==> src/rtl/seg_display_pkg.sv <==
// seg_display_pkg: shared states, segment codes and divider constants for the MM:SS display.
package seg_display_pkg;
  typedef enum logic [2:0] {IDLE, DIV, SPLIT, BCD_M, BCD_S, LOAD} state_t;
  localparam logic [6:0] SEG_0 = 7'h40;
  localparam logic [6:0] SEG_1 = 7'h79;
  localparam logic [6:0] SEG_2 = 7'h24;
  localparam logic [6:0] SEG_3 = 7'h30;
  localparam logic [6:0] SEG_4 = 7'h19;
  localparam logic [6:0] SEG_5 = 7'h12;
  localparam logic [6:0] SEG_6 = 7'h02;
  localparam logic [6:0] SEG_7 = 7'h78;
  localparam logic [6:0] SEG_8 = 7'h00;
  localparam logic [6:0] SEG_9 = 7'h10;
  localparam logic [6:0] SEG_BLANK = 7'h7F;
  localparam logic [6:0] DIVISOR = 7'd60;
  localparam logic [15:0] MAX_MIN = 16'd99;
endpackage

==> src/rtl/bcd_to_7seg.sv <==
// bcd_to_7seg: combinational digit to active-low gfedcba segment code; 10..15 show blank.
module bcd_to_7seg
  import seg_display_pkg::*;
(
  input  logic [3:0] d,
  output logic [6:0] seg
);
  always_comb begin
    case (d)
      4'd0: seg = SEG_0;
      4'd1: seg = SEG_1;
      4'd2: seg = SEG_2;
      4'd3: seg = SEG_3;
      4'd4: seg = SEG_4;
      4'd5: seg = SEG_5;
      4'd6: seg = SEG_6;
      4'd7: seg = SEG_7;
      4'd8: seg = SEG_8;
      4'd9: seg = SEG_9;
      default: seg = SEG_BLANK;
    endcase
  end
endmodule

==> src/rtl/seg_display_mmss.sv <==
// seg_display_mmss: seconds -> MM:SS on four active-low 7-segment digits via sequential divide-by-60.
// Optional SEG_ZERO_BLINK_EN blinks 00:00 once a nonzero value has been shown.
module seg_display_mmss
  import seg_display_pkg::*;
#(
  parameter int CLK_HZ = 50000000,
  parameter int BLINK_HZ = 2
) (
  input  logic        clk,
  input  logic        rst,
  input  logic [15:0] segundos,
  output logic [6:0]  hex0,
  output logic [6:0]  hex1,
  output logic [6:0]  hex2,
  output logic [6:0]  hex3,
  output logic        busy,
  output logic        ovf
);
  localparam int HALF = CLK_HZ / (2 * BLINK_HZ);
  if (HALF < 1) begin : g_bad_cfg
    $error("seg_display_mmss: CLK_HZ must be at least 2*BLINK_HZ");
  end
  state_t state;
  logic [15:0] last, work, quo;
  logic [6:0] rem, r_sh;
  logic [3:0] cnt, mt, st;
  logic clamp, ge;
  logic [6:0] h0, h1, h2, h3, s0, s1, s2, s3;
  assign r_sh = {rem[5:0], work[15]};
  assign ge = r_sh >= DIVISOR;
  bcd_to_7seg u_s0 (.d(rem[3:0]), .seg(s0));
  bcd_to_7seg u_s1 (.d(st), .seg(s1));
  bcd_to_7seg u_s2 (.d(quo[3:0]), .seg(s2));
  bcd_to_7seg u_s3 (.d(mt), .seg(s3));
  always_ff @(posedge clk or posedge rst) begin
    if (rst) begin
      state <= IDLE;
      last <= '0;
      work <= '0;
      quo <= '0;
      rem <= '0;
      cnt <= '0;
      mt <= '0;
      st <= '0;
      clamp <= 1'b0;
      busy <= 1'b0;
      ovf <= 1'b0;
      h0 <= SEG_0;
      h1 <= SEG_0;
      h2 <= SEG_0;
      h3 <= SEG_0;
    end else begin
      case (state)
        IDLE: if (segundos != last) begin
          last <= segundos;
          work <= segundos;
          quo <= '0;
          rem <= '0;
          cnt <= '0;
          busy <= 1'b1;
          state <= DIV;
        end
        DIV: begin
          rem <= ge ? r_sh - DIVISOR : r_sh;
          quo <= {quo[14:0], ge};
          work <= {work[14:0], 1'b0};
          cnt <= cnt + 4'd1;
          if (cnt == 4'd15) state <= SPLIT;
        end
        SPLIT: begin
          clamp <= quo > MAX_MIN;
          if (quo > MAX_MIN) begin
            quo <= MAX_MIN;
            rem <= 7'd59;
          end
          mt <= '0;
          st <= '0;
          state <= BCD_M;
        end
        // leave on the final subtraction so the loop never spends an extra compare cycle
        BCD_M: begin
          if (quo >= 16'd10) begin
            quo <= quo - 16'd10;
            mt <= mt + 4'd1;
          end
          if (quo < 16'd20) state <= BCD_S;
        end
        BCD_S: begin
          if (rem >= 7'd10) begin
            rem <= rem - 7'd10;
            st <= st + 4'd1;
          end
          if (rem < 7'd20) state <= LOAD;
        end
        LOAD: begin
          h0 <= s0;
          h1 <= s1;
          h2 <= s2;
          h3 <= s3;
          ovf <= clamp;
          busy <= 1'b0;
          state <= IDLE;
        end
        default: state <= IDLE;
      endcase
    end
  end
`ifdef SEG_ZERO_BLINK_EN
  logic arm, zero, phase;
  logic [31:0] div;
  logic nz, blank;
  assign nz = |{quo[3:0], mt, rem[3:0], st};
  assign blank = arm && zero && phase;
  always_ff @(posedge clk or posedge rst) begin
    if (rst) begin
      arm <= 1'b0;
      zero <= 1'b1;
      phase <= 1'b0;
      div <= '0;
    end else if (state == LOAD) begin
      div <= '0;
      phase <= 1'b0;
      zero <= !nz;
      if (nz) arm <= !clamp;
    end else if (div == 32'(HALF - 1)) begin
      div <= '0;
      phase <= !phase;
    end else begin
      div <= div + 32'd1;
    end
  end
  assign hex0 = blank ? SEG_BLANK : h0;
  assign hex1 = blank ? SEG_BLANK : h1;
  assign hex2 = blank ? SEG_BLANK : h2;
  assign hex3 = blank ? SEG_BLANK : h3;
`else
  assign hex0 = h0;
  assign hex1 = h1;
  assign hex2 = h2;
  assign hex3 = h3;
`endif
endmodule

==> config.mk <==
export PLATFORM = sky130hd
export DESIGN_NAME = seg_display_mmss
export DESIGN_NICKNAME = d
export VERILOG_FILES = /design/src/rtl/seg_display_pkg.sv /design/src/rtl/bcd_to_7seg.sv /design/src/rtl/seg_display_mmss.sv
export SDC_FILE = /design/constraint.sdc
export NUM_CORES = 1
export LEC_CHECK = 0
export ABC_AREA = 1
export CORE_UTILIZATION = 40
export DETAILED_ROUTE_END_ITERATION = 10
export SYNTH_ARGS = -nofsm -noshare
export SYNTH_HDL_FRONTEND = slang
export SYNTH_SLANG_ARGS = --single-unit
==> constraint.sdc <==
create_clock -name clk -period 8.1 [get_ports clk]
set_input_delay 1.62 -clock clk [delete_from_list [all_inputs] [get_ports clk]]
set_output_delay 1.62 -clock clk [all_outputs]
set_load 0.05 [all_outputs]
* After elaboration in Yosys (flattened, before gate mapping) *
Memory sizes are Yosys's and may differ from the RTL's. A register that Yosys moved wholly into a read port is not among the register bits.
Cells that the tools add are included.
W data, S select, Z words.

word-level totals
  memories = 4
  input bits = 18
  word-level logic and storage cells = 80
  output and inout bits = 30
  memory bits (read-only) = 448
  flip-flop bits (word level) = 73

cells by class
  eq/ne operators = 14
  reduce and logical (&&, ||, !) cells = 15
  add/sub/neg operators = 6
  order comparisons = 6
  mux-type cells = 24

memories
  memory            depth  bits a word  read ports  clocked after Yosys merged registers in  write ports  RTL line          source
  (name not given)  16     7            1           1                                        0            bcd_to_7seg.sv:9  case (d)
  (name not given)  16     7            1           1                                        0            bcd_to_7seg.sv:9
  (name not given)  16     7            1           1                                        0            bcd_to_7seg.sv:9
  (name not given)  16     7            1           1                                        0            bcd_to_7seg.sv:9

operator list
  operator                 count
  $mux W16                 4
  $pmux W16 S4             1
  $pmux W16 S2             1
  $mux W7                  4
  $pmux W7 S4              1
  $pmux W4 S2              3
  $ge A16 B4 Y1 const B    1
  $gt A16 B7 Y1 const B    1
  $lt A16 B5 Y1 const B    1
  $ne A16 B16 Y1           1
  $sub A16 B4 Y16 const B  1
  $pmux W3 S5              1
  $ne A2 B2 Y1 const B     7
  $add A4 B1 Y4 const B    3
  $mux W3                  4
  $mux W4                  3
  $reduce_and A4 Y1        3
  $reduce_and A2 Y1        5
  $reduce_bool A2 Y1       4
  $reduce_bool A4 Y1       2
  $ge A7 B4 Y1 const B     1
  $ge A7 B6 Y1 const B     1
  $lt A7 B5 Y1 const B     1
  $sub A7 B4 Y7 const B    1
  other kinds (8)          10

* Depth between registers and ports, before layout *
  depth in word-level cells = 3
  depth in mapped cells = 12
  mapped depth without buffers = 12

* Hierarchy *
From an unflattened synthesis, not the netlist that was laid out.

second synthesis, totals
  cell total of the unflattened synthesis = 879
  area total of the unflattened synthesis = 6257.3 µm²

modules (own cells, without submodules)
  module            sequential area each (µm²)  cells each  area an instance (µm²)  instances
  seg_display_mmss  2532.4                      739         5506.5                  1
  bcd_to_7seg       0.0                         35          187.7                   4

* Worst setup path before layout *
OpenSTA, ideal clock, no wires.

  path kind = input to register
  start point = input port segundos[3]
  end point = register state[1]
  data required time = 7.982 ns
  arrival time = 2.618 ns
  path buffers = 2
  stages on the path = 11
  path slack = 5.364 ns
  library setup time = 0.118 ns
  cells stage by stage = inv_1 nand2_1 nand2_1 nor2_1 nand2_1 nor2_1 nand3_1 buf_2 buf_2 nand4_1 nand2_1

between the ends
  word-level cells in the longest chain between the ends = 3

RTL lines
  item                         RTL line                source
  start, declared              seg_display_mmss.sv:11  input logic [15:0] segundos,
  $ne A16 B16 Y1               seg_display_mmss.sv:54  IDLE: if (segundos != last) begin
  $ne A2 B2 Y1 (no line)       -
  $reduce_and A4 Y1 (no line)  -
  end signal, assigned         seg_display_mmss.sv:61  state <= DIV;
  end signal, assigned         seg_display_mmss.sv:68  if (cnt == 4'd15) state <= SPLIT;
  end signal, assigned         seg_display_mmss.sv:78  state <= BCD_M;
  end, declared                seg_display_mmss.sv:23  state_t state;

No other way between the ends.
A chain may end at the register's enable or synchronous reset.

* Worst setup path in the final report *
  start point = input port segundos[1]
  end point = register last[1]

between the ends
  word-level cells in the longest chain between the ends = 2

RTL lines
  item                         RTL line                source
  $ne A16 B16 Y1               seg_display_mmss.sv:54
  $reduce_and A2 Y1 (no line)  -
  end signal, assigned         seg_display_mmss.sv:55  last <= segundos;
  end, declared                seg_display_mmss.sv:24  logic [15:0] last, work, quo;

Several ways; a longest one is shown, not always the timed one.

==> flow_summary.yaml <==
clock_network:
  cts_resized: 0
  clk_pin_slew_ns: 0.07
  clkSinkCount: 101
  cts_root_buf: "clkbuf_16"
  ctsHoldBuffers: 0
  cts_tree: "built"
  htree_num_levels: 3
  clockBufferDepth: 2
  cts_inserted_buffers: 9
  worst_skew_pair.late_latency_ns: 0.35
  postCtsSetupBuffers: 0
yosys:
  synth_edf_count: 0
  synth-seq-cells: 101
  syn_nets: 830
  yosysWarnings: 0
  ys_seq_area_share_pct: 42.7
  syn_inst: 786
  async_flop_share_pct: 100
  synth.distinct_cells: 37
  netlist_area_sq_mm: 0.00593
  synth_flop_cell: "dfrtp_1"
  synth_area_per_cell_sq_um: 7.55
layout:
  drive_gt1_share_pct: 5.82
  design_area_sq_mm: 0.00686
  instances_no_fill: 1009
  syn_to_final_growth_pct: 15.5
  seqCellArea_sq_mm: 0.00253
  multiInputGateArea_sq_mm: 0.00294
  final_nets: 864
  fillerInstances: 1397
  num_antenna_cells: 0
routing:
  wire_per_inst_microns: 13.6
  drt_iter0_drc: 410
  via_per_inst: 5.18
  wl_microns: 13700
  drtPass1Iterations: 5
  vias: 5226
  drcViolationCount: 0
  ant_nets: 0
pwr:
  power.density_mw_per_mm2: 451
  p_leak_nw: 3.42
  vdd_drop_max_mv: 0.177
sta:
  timing.final.crit_share_pct: 48.4
  fin_skew_ns: 0.00776
  fmax_ghz: 0.255
  hold_violations: 0
  finalSetupViolations: 0
  worst_pin_slew_ns: 1.04
  period_needed_ns: 3.92
  drv_slew: 0
  relSlewSlack_pct: 30.6
  finalSetupTns_ns: 0
  rsz0062_at_grt: "no"
grt:
  globalRouteMet3Util_pct: 3.85
  grt-busiest-layer: "met2"
  grt_overflow_total: 0
  grt_max_degree: 80
  globalRouteMet2Util_pct: 33.2
  grt_util_met1_pct: 25.8
  antenna_found_initial: 0
  grt_pass1_wl_microns: 23900
  grtUsageTotal_pct: 19.9
  grt_pass1_vias: 5067
setup_path:
  cp_common_cell: "nand2_1"
  end_kind: "flip-flop"
  max_stage_delay_ns: 0.58
  critPathTopFamily: "simple AND/OR/NAND/NOR gates"
  crit_chain: "clkdlybuf4s50_1 -> inv_1 -> nand2_1 -> nand2_1 -> nor2_1 -> nand2_1 -> nor2_1 -> nand2_1 -> nand2_1 -> inv_1 -> nand2_1 -> o21ai_0"
  cp_slowest_cell: "inv_1"
  cp_num_buf_inv: 3
  path_depth: 12
  worstRegToRegCells: 8
  critical_path_class: "in2reg"
  critPathArrivalTime_ns: 4.11
  required_ns: 8.29
  cp_max_fo: 30
  cp-start-kind: "input pin"
place:
  dp_hpwl_microns: 9260
  dpl_cell_area_sq_mm: 0.00653
  io_buffers: 47
  dpl.cell_count: 993
  place.gp.congestion: 0.894
floorplan:
  ioPinCount: 48
  dieArea_sq_mm: 0.0153
  initial_core_util_pct: 41.0
  core_area_sq_mm: 0.0145
  die_h_microns: 124
  row_count: 44
  chipWidth_microns: 124
outcome:
  status: "completed"
min_path:
  worstHoldPathCells: 2
  hp-class: "reg2reg"
job:
  drv_cap: 0
## cell usage after synthesis, drive strengths merged, types with 2 or more instances
master,n,area [sq um]
a22oi,2,15.0
clkbuf,11,41.3
nand4,30,203
nor2,64,260
nand2,254,956
o211ai,7,52.6
o21ai,42,210
inv,85,319
dfrtp,97,2430
a2bb2oi,24,210
nor3,5,36.3
or2,5,31.3
o221ai,3,26.3
clkinv,2,7.51
o22ai,2,12.5
buf,16,91.3
nand3,81,438
a21oi,15,75.1
xor2,5,43.8
ha,26,325
dfstp,4,105
## cell type report
cell class | count | area share (%)
sequential | 101 | 36.9
inverter | 87 | 4.80
multi-input combinational | 571 | 42.9
tap | 184 | 3.36
timing repair buffer | 50 | 7.19
clock buffer | 13 | 3.80
clock inverter | 3 | 0.986
## final timing paths
kind,endpoint,start,slack [ns]
max in group asynchronous,hex1[4],rst,5.20
worst min-delay path,ovf,clamp,0.48
min in group asynchronous,hex0[3],rst,1.57
worst max-delay path,last[1],segundos[1],4.18
worst max register to register,rem[1],state[1],5.24
worst min register to register,ovf,clamp,0.48
## layout by cell type (no fill, tap or decap), drive strengths merged, types with 2 or more instances in the layout
cell | netlist | layout
nand2 | 254 | 254
dfrtp | 97 | 97
inv | 85 | 85
nand3 | 81 | 81
nor2 | 64 | 64
clkdlybuf4s50 | 0 | 47
o21ai | 42 | 42
nand4 | 30 | 30
ha | 26 | 26
a2bb2oi | 24 | 24
a21oi | 15 | 15
clkbuf | 11 | 13
o211ai | 7 | 7
xor2 | 5 | 5
or2 | 5 | 5
nor3 | 5 | 5
dfstp | 4 | 4
o221ai | 3 | 3
buf | 16 | 3
clkinv | 2 | 2
a22oi | 2 | 2
o22ai | 2 | 2
bufinv | 0 | 2
## tightest hold or removal path: cells and delay by family, from the launching register on
| kind | cells | cell delay, ns |
|---|---|---|
| flops | 1 | 0.34 |
| simple gates | 2 | 0.10 |
## metal layers
layer,part of all wire [%],vias to the layer above
li1,-,2644
met1,47,2457
met2,47,110
met3,3.8,15
met4,1.6,0
met5,0,-
## per-stage QoR
stage          setup WS, ns  util, %  hold slack [ns]  total power [mW]
6_report               4.18     47.3            0.476              3.09
5_1_grt                3.78     47.3            0.514              3.38
4_1_cts                4.14     47.3            0.480              3.12
3_5_place_dp           3.78     45.1            0.464              2.63
3_3_place_gp           3.87     45.1            0.464              2.59
2_1_floorplan          3.84        -            0.450              2.20
## power breakdown
| group | leakage [nW] | switching, mW | internal (mW) |
|---|---|---|---|
| Sequential | 1.27 | 0.189 | 0.740 |
| Clock | 0.156 | 0.189 | 0.288 |
| Combinational | 2.00 | 1.12 | 0.563 |
## flip-flops by register name, indices dropped and copies added, names as in the netlist
| signal | count |
|---|---|
| hex1 | 7 |
| mt | 4 |
| clamp | 1 |
| hex0 | 7 |
| hex3 | 7 |
| busy | 1 |
| rem | 7 |
| work | 16 |
| ovf | 1 |
| state | 3 |
| quo | 16 |
| cnt | 4 |
| st | 4 |
| hex2 | 7 |
| last | 16 |
## kinds of logic (layout without fill, tap and decap cells)
logic type / after synthesis / count (layout) / share of synthesized area (%)
buffers and inverters: 114 / 153 / 7.74
AND/OR/NAND/NOR: 439 / 439 / 32.4
AO/OA/AOI/OAI: 100 / 100 / 10.8
flip-flops: 101 / 101 / 42.7
XOR/XNOR: 6 / 6 / 0.886
adder cells (fa/ha/maj): 26 / 26 / 5.48
(Power assumes the default switching activity.)
